[src/rtl/vga_sync_monitor.sv]
// VGA loopback monitor: recovers pixel coordinates, measures timing, tracks lock.
// Optional probe capture enabled by VGA_SYNC_MONITOR_PROBE_EN.
module vga_sync_monitor #(
  parameter int H_TOTAL     = 800,
  parameter int V_TOTAL     = 525,
  parameter int H_ACT_START = 144,
  parameter int H_ACTIVE    = 640,
  parameter int V_ACT_START = 37,
  parameter int V_ACTIVE    = 478
) (
  input  logic        CLOCK_50,
  input  logic        reset_n,
  input  logic        VGA_CLK,
  input  logic        VGA_HS,
  input  logic        VGA_VS,
  input  logic [7:0]  VGA_R,
  input  logic [7:0]  VGA_G,
  input  logic [7:0]  VGA_B,
  input  logic [9:0]  probe_x,
  input  logic [9:0]  probe_y,
  output logic        pix_valid,
  output logic [9:0]  pix_x,
  output logic [9:0]  pix_y,
  output logic [23:0] pix_rgb,
  output logic [9:0]  h_total,
  output logic [9:0]  v_total,
  output logic        locked,
  output logic        sync_err,
  output logic [7:0]  err_count,
  output logic [15:0] frame_cnt,
  output logic [23:0] probe_rgb,
  output logic        probe_valid
);

  localparam logic [9:0] HT  = 10'(H_TOTAL);
  localparam logic [9:0] VT  = 10'(V_TOTAL);
  localparam logic [9:0] HA0 = 10'(H_ACT_START);
  localparam logic [9:0] HA1 = 10'(H_ACT_START + H_ACTIVE - 1);
  localparam logic [9:0] VA0 = 10'(V_ACT_START);
  localparam logic [9:0] VA1 = 10'(V_ACT_START + V_ACTIVE - 1);
  localparam logic [9:0] CMAX = 10'h3ff;

  typedef enum logic [1:0] {
    SEARCH,
    ACQUIRE,
    LOCKED
  } state_t;

  state_t      state;
  state_t      state_nxt;
  logic [1:0]  good;
  logic [1:0]  good_nxt;
  logic        err;

  logic        vclk_q;
  logic        hs_q;
  logic        vs_q;
  logic [9:0]  hcnt;
  logic [9:0]  vcnt;
  logic [9:0]  hcnt_nxt;
  logic [9:0]  vcnt_nxt;
  logic        pix_stb;
  logic        hs_fall;
  logic        vs_fall;
  logic [9:0]  h_meas;
  logic [9:0]  v_meas;
  logic        h_bad;
  logic        v_bad;
  logic        win;
  logic [9:0]  px;
  logic [9:0]  py;
  logic [23:0] rgb;

  assign pix_stb = VGA_CLK & ~vclk_q;
  assign hs_fall = pix_stb & hs_q & ~VGA_HS;
  assign vs_fall = pix_stb & vs_q & ~VGA_VS;
  assign h_meas  = hcnt + 10'd1;
  assign v_meas  = vcnt + 10'd1;
  assign h_bad   = hs_fall && (h_meas != HT);
  assign v_bad   = vs_fall && (v_meas != VT);
  assign rgb     = {VGA_R, VGA_G, VGA_B};
  assign locked  = (state == LOCKED);

  always_comb begin
    hcnt_nxt = hcnt;
    vcnt_nxt = vcnt;
    if (pix_stb) begin
      if (hs_fall) begin
        hcnt_nxt = '0;
        if (vcnt != CMAX) vcnt_nxt = vcnt + 10'd1;
      end else if (hcnt != CMAX) begin
        hcnt_nxt = hcnt + 10'd1;
      end
      if (vs_fall) vcnt_nxt = '0;
    end
  end

  // Window uses the post-update counts so the sample strobed now is tagged.
  assign px  = hcnt_nxt - HA0;
  assign py  = vcnt_nxt - VA0;
  assign win = pix_stb && locked &&
               (hcnt_nxt >= HA0) && (hcnt_nxt <= HA1) &&
               (vcnt_nxt >= VA0) && (vcnt_nxt <= VA1);

  always_comb begin
    state_nxt = state;
    good_nxt  = good;
    err       = 1'b0;
    unique case (state)
      SEARCH: begin
        good_nxt = '0;
        if (vs_fall) state_nxt = ACQUIRE;
      end
      ACQUIRE: begin
        if (h_bad || v_bad) begin
          state_nxt = SEARCH;
        end else if (vs_fall) begin
          if (good == 2'd1) state_nxt = LOCKED;
          else good_nxt = good + 2'd1;
        end
      end
      LOCKED: begin
        if (h_bad || v_bad) begin
          err       = 1'b1;
          state_nxt = SEARCH;
        end
      end
      default: state_nxt = SEARCH;
    endcase
  end

  always_ff @(posedge CLOCK_50) begin
    if (!reset_n) begin
      state     <= SEARCH;
      good      <= '0;
      vclk_q    <= 1'b0;
      hs_q      <= 1'b0;
      vs_q      <= 1'b0;
      hcnt      <= '0;
      vcnt      <= '0;
      h_total   <= '0;
      v_total   <= '0;
      frame_cnt <= '0;
      err_count <= '0;
      sync_err  <= 1'b0;
      pix_valid <= 1'b0;
      pix_x     <= '0;
      pix_y     <= '0;
      pix_rgb   <= '0;
    end else begin
      state     <= state_nxt;
      good      <= good_nxt;
      vclk_q    <= VGA_CLK;
      hcnt      <= hcnt_nxt;
      vcnt      <= vcnt_nxt;
      sync_err  <= err;
      pix_valid <= win;
      if (pix_stb) begin
        hs_q <= VGA_HS;
        vs_q <= VGA_VS;
      end
      if (hs_fall) h_total <= h_meas;
      if (vs_fall) begin
        v_total   <= v_meas;
        frame_cnt <= frame_cnt + 16'd1;
      end
      if (err && (err_count != 8'hff))
        err_count <= err_count + 8'd1;
      if (win) begin
        pix_x   <= px;
        pix_y   <= py;
        pix_rgb <= rgb;
      end
    end
  end

`ifdef VGA_SYNC_MONITOR_PROBE_EN
  logic probe_hit;
  logic search_entry;

  assign probe_hit    = win && (px == probe_x) && (py == probe_y);
  assign search_entry = (state != SEARCH) && (state_nxt == SEARCH);

  always_ff @(posedge CLOCK_50) begin
    if (!reset_n) begin
      probe_rgb   <= '0;
      probe_valid <= 1'b0;
    end else if (probe_hit) begin
      probe_rgb   <= rgb;
      probe_valid <= 1'b1;
    end else if (search_entry) begin
      probe_valid <= 1'b0;
    end
  end
`else
  logic unused_probe;

  assign unused_probe = ^{probe_x, probe_y};
  assign probe_rgb    = '0;
  assign probe_valid  = 1'b0;
`endif

endmodule
[config.mk]
export PLATFORM = sky130hd
export DESIGN_NAME = vga_sync_monitor
export DESIGN_NICKNAME = d
export VERILOG_FILES = /design/src/rtl/vga_sync_monitor.sv
export SDC_FILE = /design/constraint.sdc
export NUM_CORES = 1
export LEC_CHECK = 0
export CAP_MARGIN = 10
export CORE_ASPECT_RATIO = 1.4
export CORE_MARGIN = 2
export CORE_UTILIZATION = 49
export DETAILED_ROUTE_END_ITERATION = 10
export PLACE_DENSITY = 0.81
export SYNTH_ARGS = -nofsm -noshare
export SYNTH_HDL_FRONTEND = slang
export SYNTH_SLANG_ARGS = --single-unit
[constraint.sdc]
create_clock -name CLOCK_50 -period 3.9 [get_ports CLOCK_50]
set_input_delay 1.17 -clock CLOCK_50 [delete_from_list [all_inputs] [get_ports CLOCK_50]]
set_output_delay 1.17 -clock CLOCK_50 [all_outputs]
set_load 0.005 [all_outputs]
Yosys cells after proc, flatten, opt, wreduce, memory -nomap -nowiden
Index checks and enable logic that the tools add are counted.
- add/sub/neg operators: 7
- order comparisons: 4
- equal/unequal tests: 15
- mux-type cells: 19
- bitwise gates (word level): 8
- reductions and logical operators: 13
- operators with widths (cell ; count):
    10-bit two-way mux ; 7
    10-bit != test (second input constant) ; 4
    10-bit by 1-bit adder with 10-bit output (second input constant) ; 2
    10-bit less-or-equal comparator (second input constant) ; 2
    16-bit by 1-bit adder with 16-bit output (second input constant) ; 1
    2-bit two-way mux ; 8
    10-bit by 6-bit >= comparator with 1-bit output (second input constant) ; 1
    10-bit by 8-bit >= comparator with 1-bit output (second input constant) ; 1
    10-bit by 6-bit subtractor with 10-bit output (second input constant) ; 1
    10-bit by 8-bit subtractor with 10-bit output (second input constant) ; 1
    8-bit by 1-bit adder with 8-bit output (second input constant) ; 1
    1-bit logical AND ; 8
    2-bit != test (second input constant) ; 4
    8-bit != test (second input constant) ; 1
    4-bit AND reduction ; 2
    3-bit != test (second input constant) ; 2
    2-bit case mux with 3 select lines ; 1
    1-bit AND ; 5
    2-bit by 1-bit == test with 1-bit output (second input constant) ; 2
    2-bit case mux with 2 select lines ; 1
    1-bit inverter ; 3
    2-bit by 1-bit adder with 2-bit output (second input constant) ; 1
    2-bit == test (second input constant) ; 1
    2-bit zero test ; 1
    other kinds (4) ; 5
- bits in registers: 117
- input port bits: 49
- word-level logic and storage cells: 82

Logic depth before layout (Yosys ltp)
Gate-level depths: netlist of run 1.
- depth after elaboration: 11
- gate-level depth with buffers: 16

Worst setup path before layout of run 1
Ideal clock, no wire load.
- path type: input-to-reg
- from: input port VGA_HS
- to: register pix_x[6]
- library setup time: 0.148 ns
- arrival: 3.457 ns
- required time: 3.752 ns
- slack: 0.295 ns
- cell stages on the path: 12
- buffers on the path: 2
- cell sequence: nor4bb_1 -> buf_2 -> o31ai_4 -> mux2_4 -> inv_1 -> ha_1 -> o21ai_1 -> or3_1 -> o311a_1 -> buf_2 -> nor2_4 -> a311oi_1
- elaborated cells on any way between the ends: 16
- those cells by class: add/sub: 1; order compare: 4; mux: 5; bitwise: 2; reduce/logical: 4
- RTL lines (item ; line ; text):
    start: declaration ; 14 ; input logic VGA_HS,
    1-bit inverter * ; 75 ; assign hs_fall = pix_stb & hs_q & ~VGA_HS;
    1-bit AND * ; 75 ;
    10-bit two-way mux * ; 88 ; if (hs_fall) begin
    10-bit two-way mux * ; 94 ; if (vs_fall) vcnt_nxt = '0;
    10-bit two-way mux * ; 87 ; if (pix_stb) begin
    named net vcnt_nxt[1] ; 61 ; logic [9:0] vcnt_nxt;
    10-bit by 6-bit >= comparator with 1-bit output ; 103 ; (vcnt_nxt >= VA0) && (vcnt_nxt <= VA1);
    1-bit logical AND ; 102 ; (hcnt_nxt >= HA0) && (hcnt_nxt <= HA1) &&
    1-bit logical AND * ; 103 ;
    end signal: assignment ; 170 ; pix_x <= px;
    end: declaration ; 22 ; output logic [9:0] pix_x,
The timed path passes the listed nets; every way through them passes the cells marked *.
A chain may end at the register's enable or synchronous reset.

Worst setup path after layout of run 1
- from: input port VGA_CLK
- to: register pix_x[6]
- elaborated cells on any way between the ends: 20
- those cells by class: add/sub: 1; order compare: 4; mux: 5; bitwise: 5; reduce/logical: 5
- RTL lines (item ; line ; text):
    start: declaration ; 13 ; input logic VGA_CLK,
    1-bit AND * ; 74 ; assign pix_stb = VGA_CLK & ~vclk_q;
    1-bit AND (2 in series) ; 75 ;
    10-bit two-way mux ; 88 ;
    10-bit two-way mux ; 94 ;
    10-bit two-way mux * ; 87 ;
    named net vcnt_nxt[0] ; 61 ;
    10-bit by 6-bit >= comparator with 1-bit output ; 103 ;
    1-bit logical AND ; 102 ;
    1-bit logical AND * ; 103 ;
Marked as above.

==> reports/qor.txt, run 1 <==
Status - complete, no violations
Most frequent cell after synthesis - dfxtp_1
Power density of the placed cells - 354 nW/um^2
WP buf/inv - 4
CP Data Required Time - 4180 ps
H-Tree Level Count - 4
CP Cell Sequence - clkdlybuf4s50_1 > nor4bb_4 > o31ai_4 > xnor2_1 > nor2_1 > inv_1 > buf_4 > ha_1 > nor2b_1 > nor3b_2 > o21ai_2 > o311a_4 > buf_12 > nor2_4 > a311oi_2
Core Footprint - 11,900 um^2
Leakage power - 2.94 nW
Unique masters post-synth - 70
Via/cell ratio - 5.67
TNS Setup - 0 ps
Total track usage - 24.4%
Sw frac - 21.6%
Min cycle time layout - 3780 ps
Crit-path leading delay family - simple AND/OR/NAND/NOR gates
Final setup violation count - 0
CP max stage delay - 480 ps
Yosys top cell by area - dfxtp_1
Die area - 13,100 um^2
CTS sink cnt - 117
CTS tree - done
Pin count of the biggest net entering global routing - 41
VDD IR-drop max - 0.000343 V
Clk_skew - 5.73 ps
Mapped Area - 5990 um^2
Combinational share of power - 4.4%
Commonest cells in the netlist - dfxtp_1, a21oi_1, nor2_1, o21ai_0, nand3_1
Share of layout cells above drive strength 1 - 14.0%
Routed WL per cell - 16.0 um
Compound-Gate Fraction of Synth Area - 21.0%
Post-synthesis adder-cell area fraction - 2.30%
Syn Area/Cell - 8.33 um^2
Synth Register Bits - 117
Synth Area in XOR/XNOR - 6.43%
CTS Buffer Depth - 2
Post-Layout Cell Count - 1,028
CP Capture Type - flop
Mux cell area share after synthesis - 0.668%
Pre-CTS WS - -356 ps
GP Congestion - 0.919
Dominant synthesized flop cell - dfxtp_1
DR iter-0 viols - 325
Crit path launch type - primary input
Dpl cells - 996
Root Driver - clkbuf_16
Cell Rows - 47
Synthesis-to-layout area growth - 38.5%
Clock-pin slew on the worst setup and hold paths - 60 ps
Hold crit path type - reg2reg
Cell internal pwr - 0.00231 W
Worst skew pair latency - 420 ps
Fin. max-slew vios - 0
Clk pwr share - 54.4%
Largest family of logic cells by synthesized area - simple AND/OR/NAND/NOR gates
Simple-gate share of the synthesized area - 22.2%
Ys async rst share - 0%
Sequential share of power - 41.2%
Max_slew headroom - 59.1%
Synth top area cells - dfxtp_1, a21oi_1, o21ai_0
DRC - 0
First drt pass iteration count - 5
Crit-path slowest cell - clkdlybuf4s50_1
Critical path peak fanout - 40
CTS Buf Count - 17
Final ANT Viol Nets - 0
Die Y - 135 um
Fin crit share - 97.0%
Initial core utilization - 50.4%
Setup ws final - 116 ps
P_sw - 0.000634 W
Post-synthesis sequential area ratio - 39.1%
Worst-Margin Slew - 610 ps
Yosys Warn Count - 0
Number of global-route vias before repair - 5,590
Post-Syn Instances - 719
Global route overflow - 0
Antenna cell count - 0
Worst Path Arrival - 4060 ps
Max Cap Viol - 0
Total number of vias - 5,832
Initial antenna violation count - 0
First-pass GRT wire length - 26,700 um
Die Wd - 97.5 um
Port bufs - 119
Layout Nets - 929
Io pins - 165
Hold Vio Cnt, Final - 0
Hpwl dp - 11,500 um
EDFF count, synth - 0
F_max - 0.264 GHz
Kind of critical path - in2reg
Drt total wl - 16,400 um
Share of Yosys cell area claimed by the top area cell type - 39.1%
-- worst min-delay path, cell delays in order (launching register included) --
cell     delay, ps
dfxtp_1        310
nand2_1         50
a21oi_1         50
-- area by class of cell --
type / instances / area (um^2)
flip-flops and latches: 117 / 2340
clock buffers: 20 / 457
repair buffers: 185 / 1790
multi-input cells: 532 / 3320
fillers: 918 / 3580
inverters: 16 / 60.1
clock inverters: 11 / 151
well taps: 147 / 184
-- state kept, by name (all words and copies together) (netlist names) --
register	cells
err_count	8
frame_cnt	16
good	2
h_total	10
hcnt	10
hs_q	1
pix_rgb	24
pix_valid	1
pix_x	10
pix_y	10
state	2
sync_err	1
v_total	10
vclk_q	1
vcnt	10
vs_q	1
-- repair_timing --
item / CTS / global route
hold buffers: 0 / 0
resized for setup: 0 / 12
setup buffers: 0 / 1
setup endpoints to repair: 0 / 44
-- routing by layer --
metal  vias to the layer above  share of wire (%)  GRT usage [%]
li1                       2843                  -              -
met1                      2728                 40           28.0
met2                       223                 52           43.5
met3                        38                6.1           6.21
met4                         0                2.1           9.80
met5                         -                  0              0
-- metrics by stage --
stage	total power [W]	hold slack, ps	util [%]	cell area, um^2
CTS	0.00296	464	69.3	8230
global route	0.00303	494	69.9	8300
floorplan	0.00131	450	-	6080
detailed placement	0.00136	456	64.2	7620
global placement	0.00136	445	64.2	7620
finish	0.00294	459	69.9	8300
-- logic make-up (layout without fill, tap and decap cells) --
logic type	Yosys count	in the layout
AND/OR/NAND/NOR	256	256
XOR/XNOR	44	44
flip-flops	117	117
adder cells (fa/ha/maj)	11	11
multiplexers	3	3
AO/OA/AOI/OAI	193	193
other	1	25
buffers and inverters	94	232
-- power by group through the flow --
stage               logic [W]  registers, W  clock network (W)
global placement     0.000126       0.00124                  0
finish               0.000131       0.00121            0.00160
global route         0.000141       0.00121            0.00168
detailed placement   0.000128       0.00124                  0
CTS                  0.000129       0.00121            0.00162
floorplan           0.0000737       0.00123                  0
-- layout by cell type, fill, tap and decap left out, types with 8 or more instances in the layout --
cell	synthesis	layout
clkdlybuf4s50_1	0	118
dfxtp_1	117	117
a21oi_1	61	61
nor2_1	58	58
buf_4	29	58
nand3_1	54	54
o21ai_0	55	54
nand2_1	42	42
conb_1	1	25
xnor2_1	22	22
xor2_1	22	22
nor3_1	18	18
a211oi_1	17	17
clkbuf_16	0	17
inv_1	15	15
and2_1	14	13
nor4_1	11	11
ha_1	11	11
nand4_1	9	9
or3_1	10	9
a31oi_1	9	8
buf_12	0	8
-- worst paths after layout --
| path | start | endpoint | slack [ps] | cells past startpoint |
|---|---|---|---|---|
| setup reg to reg | vcnt[0] | pix_x[6] | 370 | 12 |
| hold / removal | h_total[1] | h_total[1] | 460 | 2 |
| hold reg to reg | h_total[1] | h_total[1] | 460 | 2 |
| setup / recovery | VGA_CLK | pix_x[6] | 120 | 15 |
Power figures use the tool's default switching activity.
==> run 2, diff against run 1 <==
Settings changed: CORE_ASPECT_RATIO 1.4 to 1.1.
==> run 2 against run 1 <==
Maximum frequency rose by 5.0%. Sequential share of layout area shrank 0.17 points. Non-clock buffer count up 6. Clock-buffer cell count shrank 1. Highest routed layer unchanged. Clock power fell by 7%. Sequential power barely moved. First-iteration DRC count is 8.0% higher. Cell area grew 0.60%. Total power shrank 3.7%. Worst hold slack gained 2.7 ps. Worst setup slack improved by 180 ps. Global-route usage increased by 1.4 points.
==> reports/qor.txt, run 2 (synthesis gave the netlist of run 1 again) <==
Status - complete, no violations
Die area - 13,100 um^2
Antenna cell count - 0
Root Driver - clkbuf_16
Pin count of the biggest net entering global routing - 54
Post-Layout Cell Count - 1,042
Crit-path leading delay family - simple AND/OR/NAND/NOR gates
Final ANT Viol Nets - 0
Cell Rows - 42
Top flop regs - pix_rgb (24), frame_cnt (16)
F_max - 0.278 GHz
Final Power - 0.00283 W
Die Y - 120 um
First drt pass iteration count - 9
Hold Vio Cnt, Final - 0
Leakage power - 2.96 nW
Total number of vias - 5,983
Worst Path Arrival - 3950 ps
Initial antenna violation count - 0
Hold crit path type - reg2reg
Number of global-route vias before repair - 5,761
CTS Buffer Depth - 2
Cts hold-fix bufs - 0
First-pass GRT wire length - 27,100 um
Worst skew pair latency - 420 ps
Synthesis-to-layout area growth - 39.4%
CTS sink cnt - 117
Kind of critical path - in2reg
CP Data Required Time - 4250 ps
Crit path launch type - primary input
RSZ-0062 raised after global routing - false
WP buf/inv - 6
Min cycle time layout - 3600 ps
CTS tree - done
CP Capture Type - flop
Hpwl dp - 11,800 um
Fin. max-slew vios - 0
Routed WL per cell - 16.3 um
TNS Setup - 0 ps
Core Footprint - 12,000 um^2
Drt total wl - 17,000 um
Power density of the placed cells - 339 nW/um^2
Final hold slack - 462 ps
VDD IR-drop max - 0.000292 V
Layout Nets - 935
Initial core utilization - 50.0%
GP Congestion - 0.904
CP max stage delay - 410 ps
Die Wd - 109 um
Max Cap Viol - 0
Clock-pin slew on the worst setup and hold paths - 60 ps
Max_slew headroom - 53.6%
Biggest register - pix_rgb
Crit-path slowest cell - o311ai_4
Global route overflow - 0
Io pins - 165
Share of layout cells above drive strength 1 - 15.1%
Most frequent cells in the layout - dfxtp_1, clkdlybuf4s50_1, a21oi_1, buf_4, nor2_1
Largest register FFs - 24
DR iter-0 viols - 351
Clk_skew - 7.06 ps
H-Tree Level Count - 4
DRC - 0
Total track usage - 25.8%
Port bufs - 119
Final setup violation count - 0
Fin crit share - 92.4%
Critical path peak fanout - 8
Worst-Margin Slew - 696 ps
Via/cell ratio - 5.74
Critical Path Most Common Cell - buf_4
CP Cell Sequence - dlymetal6s2s_1 > buf_4 > nand4bb_2 > buf_4 > nor4_1 > or3_1 > nand4b_1 > buf_4 > o311ai_4 > buf_6 > buf_12 > nand3_2 > a21oi_2
CTS Buf Count - 17
Dpl cells - 1,007
run 2: report_power, final:
group          switching (W)  leakage, nW  internal, W  total [W]
Sequential        0.00000770        0.943      0.00120    0.00121
Combinational      0.0000646         1.74    0.0000647   0.000129
Clock               0.000592        0.275     0.000901    0.00149
run 2: through the flow:
step / utilization (%) / cell area (um^2) / worst slack (ps)
global placement: 63.9 / 7650 / -291
global route: 69.7 / 8350 / 114
floorplan: - / 6080 / 295
CTS: 68.6 / 8220 / 29.3
finish: 69.7 / 8350 / 297
detailed placement: 63.9 / 7650 / -393
run 2: final timing paths:
| check | depth (start not counted) | slack (ps) | startpoint | end |
|---|---|---|---|---|
| worst min-delay path | 2 | 460 | v_total[1] | v_total[1] |
| worst max-delay path | 13 | 300 | VGA_HS | pix_rgb[16] |
| worst min register to register | 2 | 460 | v_total[1] | v_total[1] |
| worst max register to register | 14 | 320 | vcnt[0] | pix_rgb[16] |
run 2: timing repair:
action                                  in CTS  in global routing
endpoints found under the hold margin        0                  0
buffers inserted                             0                  1
gates resized for setup                      0                 22
endpoints found under the setup margin       0                 44
run 2: layout make-up:
| type | instances | area [um^2] |
|---|---|---|
| clock inverters | 13 | 125 |
| inverters | 16 | 60.1 |
| fillers | 920 | 3630 |
| well taps | 154 | 193 |
| flip-flops and latches | 117 | 2340 |
| clock buffers | 19 | 443 |
| repair buffers | 191 | 1860 |
| multi-input cells | 532 | 3330 |
run 2: metal layers:
layer	vias to the layer above	global-route usage, %	share of wire [%]
li1	2867	-	-
met1	2787	31.4	41
met2	281	43.5	50
met3	48	6.68	6.8
met4	0	9.41	2.6
met5	-	0	0
run 2: worst min-delay path, cell delays in order, from the launching register on:
cell and delay [ps]:
dfxtp_1 310, nand2_1 50, a21oi_1 50
